## src/rtl/subtree_arb_pkg.sv

```systemverilog
// Shared definitions for the subtree round-robin arbiter: FSM state
// encoding, default sizing constants and an index-width helper.
package subtree_arb_pkg;

    localparam int N_REQ_DEFAULT    = 10;
    localparam int HOLD_MAX_DEFAULT = 64;

    // IDLE: arbitrating, OWN: resource granted, GAP: one dead cycle after a tenure
    typedef enum logic [1:0] {
        IDLE = 2'd0,
        OWN  = 2'd1,
        GAP  = 2'd2
    } arb_state_e;

    // Width of a binary requester index (at least one bit)
    function automatic int idx_width(input int n);
        return (n > 1) ? $clog2(n) : 1;
    endfunction

endpackage

```

## src/rtl/subtree_rr_arbiter_if.sv

```systemverilog
// Request/grant bundle between the child requesters (master side drives req)
// and the arbiter (slave side drives the grant outputs).
interface subtree_rr_arbiter_if
    import subtree_arb_pkg::*;
#(
    parameter int N_REQ = N_REQ_DEFAULT
) ();

    localparam int IDW = idx_width(N_REQ);

    logic [N_REQ-1:0] req;
    logic [N_REQ-1:0] gnt;
    logic [IDW-1:0]   gnt_id;
    logic             busy;
    logic             timeout;

    modport master (
        output req,
        input  gnt,
        input  gnt_id,
        input  busy,
        input  timeout
    );

    modport slave (
        input  req,
        output gnt,
        output gnt_id,
        output busy,
        output timeout
    );

endinterface

```

## src/rtl/subtree_rr_pick.sv

```systemverilog
// Combinational round-robin picker: returns the first set request at or
// above ptr, wrapping from N_REQ-1 back to 0.
module subtree_rr_pick
    import subtree_arb_pkg::*;
#(
    parameter int N_REQ = N_REQ_DEFAULT,
    parameter int IDW   = idx_width(N_REQ)
) (
    input  logic [N_REQ-1:0] req,
    input  logic [IDW-1:0]   ptr,
    output logic             valid,
    output logic [IDW-1:0]   index
);

    localparam logic [IDW:0] N_EXT = (IDW+1)'(N_REQ);

    // rot_req[k] is the request of the requester k places after ptr
    logic [N_REQ-1:0] rot_req;
    logic [IDW-1:0]   slot_idx [N_REQ];

    genvar gi;
    generate
        for (gi = 0; gi < N_REQ; gi++) begin : g_slot
            logic [IDW:0] sum;
            // ptr < N_REQ, so one conditional subtraction performs the wrap
            assign sum           = {1'b0, ptr} + (IDW+1)'(gi);
            assign slot_idx[gi]  = (sum >= N_EXT) ? IDW'(sum - N_EXT) : sum[IDW-1:0];
            assign rot_req[gi]   = req[slot_idx[gi]];
        end
    endgenerate

    // Priority encode the rotated vector; the nearest slot to ptr wins
    always_comb begin
        valid = 1'b0;
        index = '0;
        for (int i = N_REQ - 1; i >= 0; i--) begin
            if (rot_req[i]) begin
                valid = 1'b1;
                index = slot_idx[i];
            end
        end
    end

endmodule

```

## src/rtl/subtree_rr_arbiter.sv

```systemverilog
// Round-robin arbiter granting one shared resource to one of N_REQ child
// requesters. Tenure lasts while the owner holds its request; every tenure
// is followed by one GAP cycle. Optional forced revocation after HOLD_MAX
// cycles is built when macro SUBTREE_ARB_TIMEOUT_EN is defined; otherwise
// tenure is unbounded and timeout is tied low.
module subtree_rr_arbiter
    import subtree_arb_pkg::*;
#(
    parameter int N_REQ    = N_REQ_DEFAULT,
    parameter int HOLD_MAX = HOLD_MAX_DEFAULT
) (
    input logic                 clk,
    input logic                 rst,
    subtree_rr_arbiter_if.slave bus
);

    localparam int             IDW  = idx_width(N_REQ);
    localparam logic [IDW-1:0] LAST = IDW'(N_REQ - 1);

    generate
        if (N_REQ < 2 || N_REQ > 16 || HOLD_MAX < 1 || HOLD_MAX > 65535) begin : g_bad_params
            $error("subtree_rr_arbiter: N_REQ must be 2..16 and HOLD_MAX 1..65535");
        end
    endgenerate

    arb_state_e     state_q, state_d;
    logic [IDW-1:0] ptr_q,   ptr_d;
    logic [IDW-1:0] owner_q, owner_d;

    logic           pick_valid;
    logic [IDW-1:0] pick_idx;

`ifdef SUBTREE_ARB_TIMEOUT_EN
    localparam logic [15:0] HOLD_LAST = 16'(HOLD_MAX - 1);
    logic [15:0] hold_q,    hold_d;
    logic        timeout_q, timeout_d;
`endif

    subtree_rr_pick #(
        .N_REQ (N_REQ),
        .IDW   (IDW)
    ) u_pick (
        .req   (bus.req),
        .ptr   (ptr_q),
        .valid (pick_valid),
        .index (pick_idx)
    );

    // Next-state logic: arbitrate in IDLE, watch the owner in OWN, idle one cycle in GAP
    always_comb begin
        state_d = state_q;
        ptr_d   = ptr_q;
        owner_d = owner_q;
`ifdef SUBTREE_ARB_TIMEOUT_EN
        hold_d    = hold_q;
        timeout_d = 1'b0;
`endif
        case (state_q)
            IDLE: begin
                if (pick_valid) begin
                    state_d = OWN;
                    owner_d = pick_idx;
                    ptr_d   = (pick_idx == LAST) ? '0 : pick_idx + 1'b1;
`ifdef SUBTREE_ARB_TIMEOUT_EN
                    hold_d  = '0;
`endif
                end
            end
            OWN: begin
                // A voluntary release wins over a simultaneous timeout
                if (!bus.req[owner_q]) begin
                    state_d = GAP;
                end
`ifdef SUBTREE_ARB_TIMEOUT_EN
                else if (hold_q == HOLD_LAST) begin
                    state_d   = GAP;
                    timeout_d = 1'b1;
                end else begin
                    hold_d = hold_q + 16'd1;
                end
`endif
            end
            GAP: begin
                state_d = IDLE;
            end
            default: begin
                state_d = IDLE;
            end
        endcase
    end

    // State registers with synchronous reset
    always_ff @(posedge clk) begin
        if (rst) begin
            state_q <= IDLE;
            ptr_q   <= '0;
            owner_q <= '0;
`ifdef SUBTREE_ARB_TIMEOUT_EN
            hold_q    <= '0;
            timeout_q <= 1'b0;
`endif
        end else begin
            state_q <= state_d;
            ptr_q   <= ptr_d;
            owner_q <= owner_d;
`ifdef SUBTREE_ARB_TIMEOUT_EN
            hold_q    <= hold_d;
            timeout_q <= timeout_d;
`endif
        end
    end

    // Outputs decode directly from registered state, so they are glitch-free
    genvar gi;
    generate
        for (gi = 0; gi < N_REQ; gi++) begin : g_gnt
            assign bus.gnt[gi] = (state_q == OWN) && (owner_q == IDW'(gi));
        end
    endgenerate

    assign bus.busy   = (state_q == OWN);
    assign bus.gnt_id = (state_q == OWN) ? owner_q : '0;

`ifdef SUBTREE_ARB_TIMEOUT_EN
    assign bus.timeout = timeout_q;
`else
    assign bus.timeout = 1'b0;
`endif

endmodule

```

## src/flat_wrapper.sv

```systemverilog
// flat-port wrapper written by rule: the top's interface ports become plain ports
module subtree_rr_arbiter_flat import subtree_arb_pkg::*;
#(
    parameter int N_REQ    = N_REQ_DEFAULT,
    parameter int HOLD_MAX = HOLD_MAX_DEFAULT
)
  (clk, rst, bus_req, bus_gnt, bus_gnt_id, bus_busy, bus_timeout);
  subtree_rr_arbiter_if #(.N_REQ(N_REQ)) bus_i ();
  input logic clk;
  input logic rst;
  input wire logic [$bits(bus_i.req)-1:0] bus_req;
  output wire logic [$bits(bus_i.gnt)-1:0] bus_gnt;
  output wire logic [$bits(bus_i.gnt_id)-1:0] bus_gnt_id;
  output wire logic [$bits(bus_i.busy)-1:0] bus_busy;
  output wire logic [$bits(bus_i.timeout)-1:0] bus_timeout;
  assign bus_i.req = bus_req;
  assign bus_gnt = bus_i.gnt;
  assign bus_gnt_id = bus_i.gnt_id;
  assign bus_busy = bus_i.busy;
  assign bus_timeout = bus_i.timeout;
  subtree_rr_arbiter #(.N_REQ(N_REQ), .HOLD_MAX(HOLD_MAX)) u_core (.clk(clk), .rst(rst), .bus(bus_i));
endmodule
```

## config.mk

```make
export PLATFORM = sky130hd
export DESIGN_NAME = subtree_rr_arbiter_flat
export DESIGN_NICKNAME = d
export VERILOG_FILES = /design/src/rtl/subtree_arb_pkg.sv /design/src/rtl/subtree_rr_arbiter_if.sv /design/src/rtl/subtree_rr_pick.sv /design/src/rtl/subtree_rr_arbiter.sv /design/src/flat_wrapper.sv
export SDC_FILE = /design/constraint.sdc
export NUM_CORES = 1
export LEC_CHECK = 0
export BUFFER_PORTS_ARGS = -buffer_cell sky130_fd_sc_hd__buf_2
export CAP_MARGIN = 20
export CORE_UTILIZATION = 43
export DETAILED_ROUTE_END_ITERATION = 10
export SYNTH_ARGS = -nofsm -noshare
export SYNTH_HDL_FRONTEND = slang
export SYNTH_SLANG_ARGS = --single-unit
```

## constraint.sdc

```tcl
create_clock -name clk -period 4.8 [get_ports clk]
set_input_delay 0.24 -clock clk [delete_from_list [all_inputs] [get_ports clk]]
set_output_delay 0.24 -clock clk [all_outputs]
set_load 0.03 [all_outputs]
```

Word level (Yosys, flattened, before mapping)
Index checks and enable logic that the tools add are counted.
- add/subtract/negate cells: 20
- multipliers: 0
- div/mod/pow operators: 0
- magnitude comparators: 21
- equality and inequality tests: 13
- shift operators: 0
- muxes and demuxes: 57
- bitwise logic cells: 0
- reductions and logical operators: 14
- operator list (operator ; number):
    $mux W4 ; 22
    $lt A4 B5 Y1 const B ; 11
    $ge A5 B4 Y1 const B ; 9
    $bmux W1 S4 ; 11
    $sub A4 B4 Y4 const B ; 10
    $mux W1 ; 21
    $add A4 B3 Y5 const B ; 4
    $eq A4 B3 Y1 const B ; 4
    $eq A4 B4 Y1 const B ; 3
    $add A4 B2 Y5 const B ; 2
    $add A4 B4 Y5 const B ; 2
    $logic_and A1 B1 Y1 ; 10
    $eq A4 B2 Y1 const B ; 2
    $add A4 B1 Y5 const B ; 1
    $add A4 B1 Y4 const B ; 1
    $eq A4 B1 Y1 const B ; 1
    $ge A4 B4 Y1 const B ; 1
    $logic_not A4 Y1 ; 1
    $mux W2 ; 2
    $pmux W2 S2 ; 1
    $reduce_and A2 Y1 ; 2
    $eq A2 B1 Y1 const B ; 1
    $logic_not A2 Y1 ; 1
    $ne A2 B1 Y1 const B ; 1
    $ne A2 B2 Y1 const B ; 1
- bits in registers: 10
- latch bits: 0
- memory bits (writable): 0
- ROM bits: 0
- input port bits: 12
- output and inout bits: 16
- logic and storage cells: 128
- memories kept: 0

Logic depth before layout (Yosys ltp)
- word-level depth: 17
- mapped depth: 20
- depth with buffers taken out: 15

Cells and area by module
Synthesis repeated with hierarchy kept, for this count alone.
- cell total of the unflattened synthesis: 458
- area total of the unflattened synthesis: 3549.7 um2
- modules (own cells, without submodules) (module ; times used ; cells an instance ; area an instance (um2) ; seq. area each (um2)):
    subtree_rr_pick ; 1 ; 375 ; 2894.0 ; 0.0
    subtree_rr_arbiter ; 1 ; 83 ; 655.6 ; 200.2

Worst setup path after synthesis
No wires, ideal clock.
- kind: register to register
- from: reg u_core.ptr_q[1]
- to: reg u_core.ptr_q[3]
- library setup time: 116 ps
- arrival time: 4374 ps
- required time: 4684 ps
- slack: 310 ps
- stages on the path, launching flop included: 18
- buffers on the path: 3
- clock period less this slack: 4490 ps
- path through: dfxtp_1 clkbuf_1 clkinv_1 ha_1 inv_1 clkbuf_1 ha_1 clkbuf_1 and4b_1 o211ai_1 o31a_1 a211oi_1 a211oi_2 a21boi_2 a21oi_1 o221ai_1 or3_1 a41o_1
- word-level cells in the longest chain between the ends: 17
- elaborated cells between the ends (all ways): 83
- classes of those cells: add/sub (20); order compare (10); eq/ne (1); mux (51); reduce/logical (1)
- RTL lines (what ; line ; source):
    start: declaration ; subtree_rr_arbiter.sv:27 ; logic [IDW-1:0] ptr_q, ptr_d;
    start signal: assignment ; subtree_rr_arbiter.sv:104 ; ptr_q <= ptr_d;
    $add A4 B4 Y5 ; subtree_rr_pick.sv:26 ; assign sum = {1'b0, ptr} + (IDW+1)'(gi);
    $sub A4 B4 Y4 or $ge A5 B4 Y1 (tied branches) ; subtree_rr_pick.sv:27 ; assign slot_idx[gi] = (sum >= N_EXT) ? IDW'(sum - N_EXT) : sum[IDW-1:0];
    $mux W4 ; subtree_rr_pick.sv:27 ;
    $bmux W1 S4 ; subtree_rr_pick.sv:28 ; assign rot_req[gi] = req[slot_idx[gi]];
    $mux W1 (not written as such) ; subtree_rr_pick.sv:28 ;
    $mux W4 (10 in series) ; subtree_rr_pick.sv:37 ; if (rot_req[i]) begin
    $add A4 B1 Y4 or $eq A4 B4 Y1 (tied branches) ; subtree_rr_arbiter.sv:63 ; ptr_d = (pick_idx == LAST) ? '0 : pick_idx + 1'b1;
    $mux W4 ; subtree_rr_arbiter.sv:63 ;
Several ways; a longest one is shown, not always the timed one. The select of a mux whose other input is x is not followed.
A chain may end at the register's enable or synchronous reset.

Worst setup path in the final report
- from: reg u_core.ptr_q[1]
- to: reg u_core.ptr_q[1]
Same word-level chain as after synthesis.

==> summary.txt <==
Clock network
  • CTS Root Cell: clkbuf_8
  • Clock Sink Count: 10
  • Post-CTS setup buffers: 0
  • TritonCTS buffer count: 3
  • Hold Buf Count CTS: 0
  • Clock slew at reported path FFs: 0.05 ns
  • CTS tree: yes
  • H-tree levels: 1
  • PostCTS Resize Cnt: 0
  • Worst-Skew Late Latency: 0.24 ns
  • Max Root-Sink Buffers: 2

Setup path
  • CP Launch Type: flip-flop
  • Worst-path fanout max: 13
  • Crit path buffers/inverters: 2
  • Crit-path slowest cell: o311ai_0
  • Largest delay share family, worst path: compound AO/OA/AOI/OAI gates
  • Worst stage delay on the critical path: 0.63 ns
  • Worst endpoint required time: 4.93 ns
  • Critical path class: reg -> reg
  • CP Cell Sequence: clkinv_1 > buf_4 > ha_1 > nand2b_1 > a21oi_2 > nor3b_1 > o311ai_0 > o32a_2 > and3_1 > o21ai_0 > a32oi_1 > a211oi_1 > o311a_1
  • Critical Path AT: 4.58 ns
  • Setup crit end kind: flip-flop

Die
  • Core area: 8340 um2
  • Ports: 28
  • Std cell rows: 33
  • Die height: 95.4 um
  • Die area: 9100 um2
  • Initial core utilization: 0.450
  • Die X: 95.4 um

Timing
  • Min Tclk post-route: 4.45 ns
  • Fin. Hold Viols: 0
  • Max Transition Viols Final: 0
  • Clock skew: 0.00680 ns
  • FMAX: 225 MHz
  • RSZ-0062 raised after global routing: false
  • Setup TNS Final: 0 ns
  • Max-slew headroom: 0.456
  • Worst-margin pin slew: 0.815 ns
  • Final setup fails: 0
  • Final period util: 0.927

Synth
  • Synthesized cell area: 3750 um2
  • Synth Instances: 491
  • Syn nets: 527
  • Prevailing post-synth register cell: dfxtp_1
  • Ys Warns: 0
  • Area leader, netlist: ha_1
  • Most frequent cells after synthesis: nand2_1 (47), nor2_1 (27), ha_1 (23), mux2i_1 (23), a21oi_1 (19)
  • Post-synth EDFFs: 0
  • Ys async rst share: 0
  • Top-count cell post-synth: nand2_1
  • Top post-synthesis cells by area: ha_1 (7.7%), mux2i_1 (6.1%), dfxtp_1 (5.3%)
  • Yosys top cell area share: 0.0767
  • Average size of a mapped cell: 7.64 um2
  • Synth cell types: 93
  • Register area share after synthesis: 0.0534
  • #FFs+latches synth: 10

Place
  • Port Buf Inserts: 26
  • Hpwl dp: 10100 um
  • Placer Congestion: 0.978

Global route
  • Vias in the first global route: 3717
  • First-pass GRT wire length: 20100 um
  • Initial antenna violation count: 0
  • GRT Total Usage: 0.288
  • Largest net degree at the start of global routing: 40
  • Grt total ovfl: 0

Cells and area
  • Filler cell count in the final layout: 856
  • Final net count: 548
  • Final Util: 0.487
  • N_diodes: 0
  • Layout cell share with drive strength beyond 1: 0.204
  • P&R area growth vs syn: 8.37%

Route
  • Routed vias: 4115
  • Total Wirelength: 12800 um
  • Drt wl/cell: 20.8 um
  • ANT nets after route: 0
  • DRT iter0 DRCs: 380
  • Number of detailed-route iterations in the first pass: 5
  • # DRC: 0
  • Vias/cell: 6.68

Outcome
  • Status: complete, no violations

Run
  • Max Cap Viol: 0

Hold path
  • Hold Path Class: in -> reg
placed cells by master (no fill, tap or decap), types with 9 or more instances in the layout:
| master | n |
|---|---|
| ha_1 | 23 |
| nand3_1 | 14 |
| xnor2_1 | 10 |
| a21oi_1 | 19 |
| dfxtp_1 | 9 |
| buf_2 | 26 |
| nand2b_1 | 14 |
| mux2_2 | 12 |
| o211ai_1 | 11 |
| mux2i_1 | 23 |
| nor2_1 | 27 |
| nor3_1 | 11 |
| buf_4 | 18 |
| nand2_1 | 47 |
| a211oi_1 | 13 |
| inv_1 | 17 |
| o21ai_0 | 16 |
metrics by stage:
step	instance area, um2	hold WS (ns)	worst slack (ns)	cells
CTS	4070	0.262	0.445	616
finish	4070	0.261	0.351	616
floorplan	3750	0.476	0.310	491
global placement	4010	0.508	0.414	612
detailed placement	4010	0.510	0.480	612
global route	4070	0.283	0.0807	616
worst reg2reg max path, cell delays in order, from the launching register on:
cell and delay (ns):
dfxtp_1 0.36, clkinv_1 0.31, buf_4 0.29, ha_1 0.47, nand2b_1 0.24, a21oi_2 0.34
nor3b_1 0.09, o311ai_0 0.63, o32a_2 0.38, and3_1 0.20, o21ai_0 0.09, a32oi_1 0.47
a211oi_1 0.10, o311a_1 0.35
path summary, 6_finish.rpt:
| path | start | to | slack (ns) | depth (start not counted) |
|---|---|---|---|---|
| worst max register to register | u_core.ptr_q[1] | u_core.ptr_q[1] | 0.35 | 13 |
| worst min-delay path | rst | u_core.ptr_q[0] | 0.26 | 2 |
| worst min register to register | u_core.state_q[0] | u_core.state_q[1] | 0.55 | 2 |
| worst max-delay path | u_core.ptr_q[1] | u_core.ptr_q[1] | 0.35 | 13 |
final cells by class:
class / instances / area [um2] / share of cell area
sequential: 10 / 201 / 0.0496
tap: 105 / 131 / 0.0323
inverter: 22 / 82.6 / 0.0203
timing repair buffer: 44 / 265 / 0.0653
multi-input combinational: 431 / 3330 / 0.819
clock buffer: 4 / 55.1 / 0.0135
flip-flops by register name, indices dropped and copies added, names as in the netlist:
signal,flops
u_core.state_q,2
u_core.owner_q,4
u_core.ptr_q,4
logic make-up after synthesis:
group / after synthesis / share of synthesized area
simple gates: 183 / 0.268
fa+ha+maj: 24 / 0.0821
other cells: 1 / 0.00100
xor+xnor: 13 / 0.0394
buf+inv: 50 / 0.0590
compound gates: 165 / 0.342
flops: 10 / 0.0534
mux: 45 / 0.155
routing by layer:
layer	up-vias	wire, um	track usage
met4	0	274	0.0560
met5	-	0	0
met2	212	5730	0.470
li1	1950	-	-
met1	1922	5810	0.413
met3	31	1000	0.0207
Power is not shown: default switching activity piles up to over one toggle a cycle in this logic, so the estimate is an artifact.
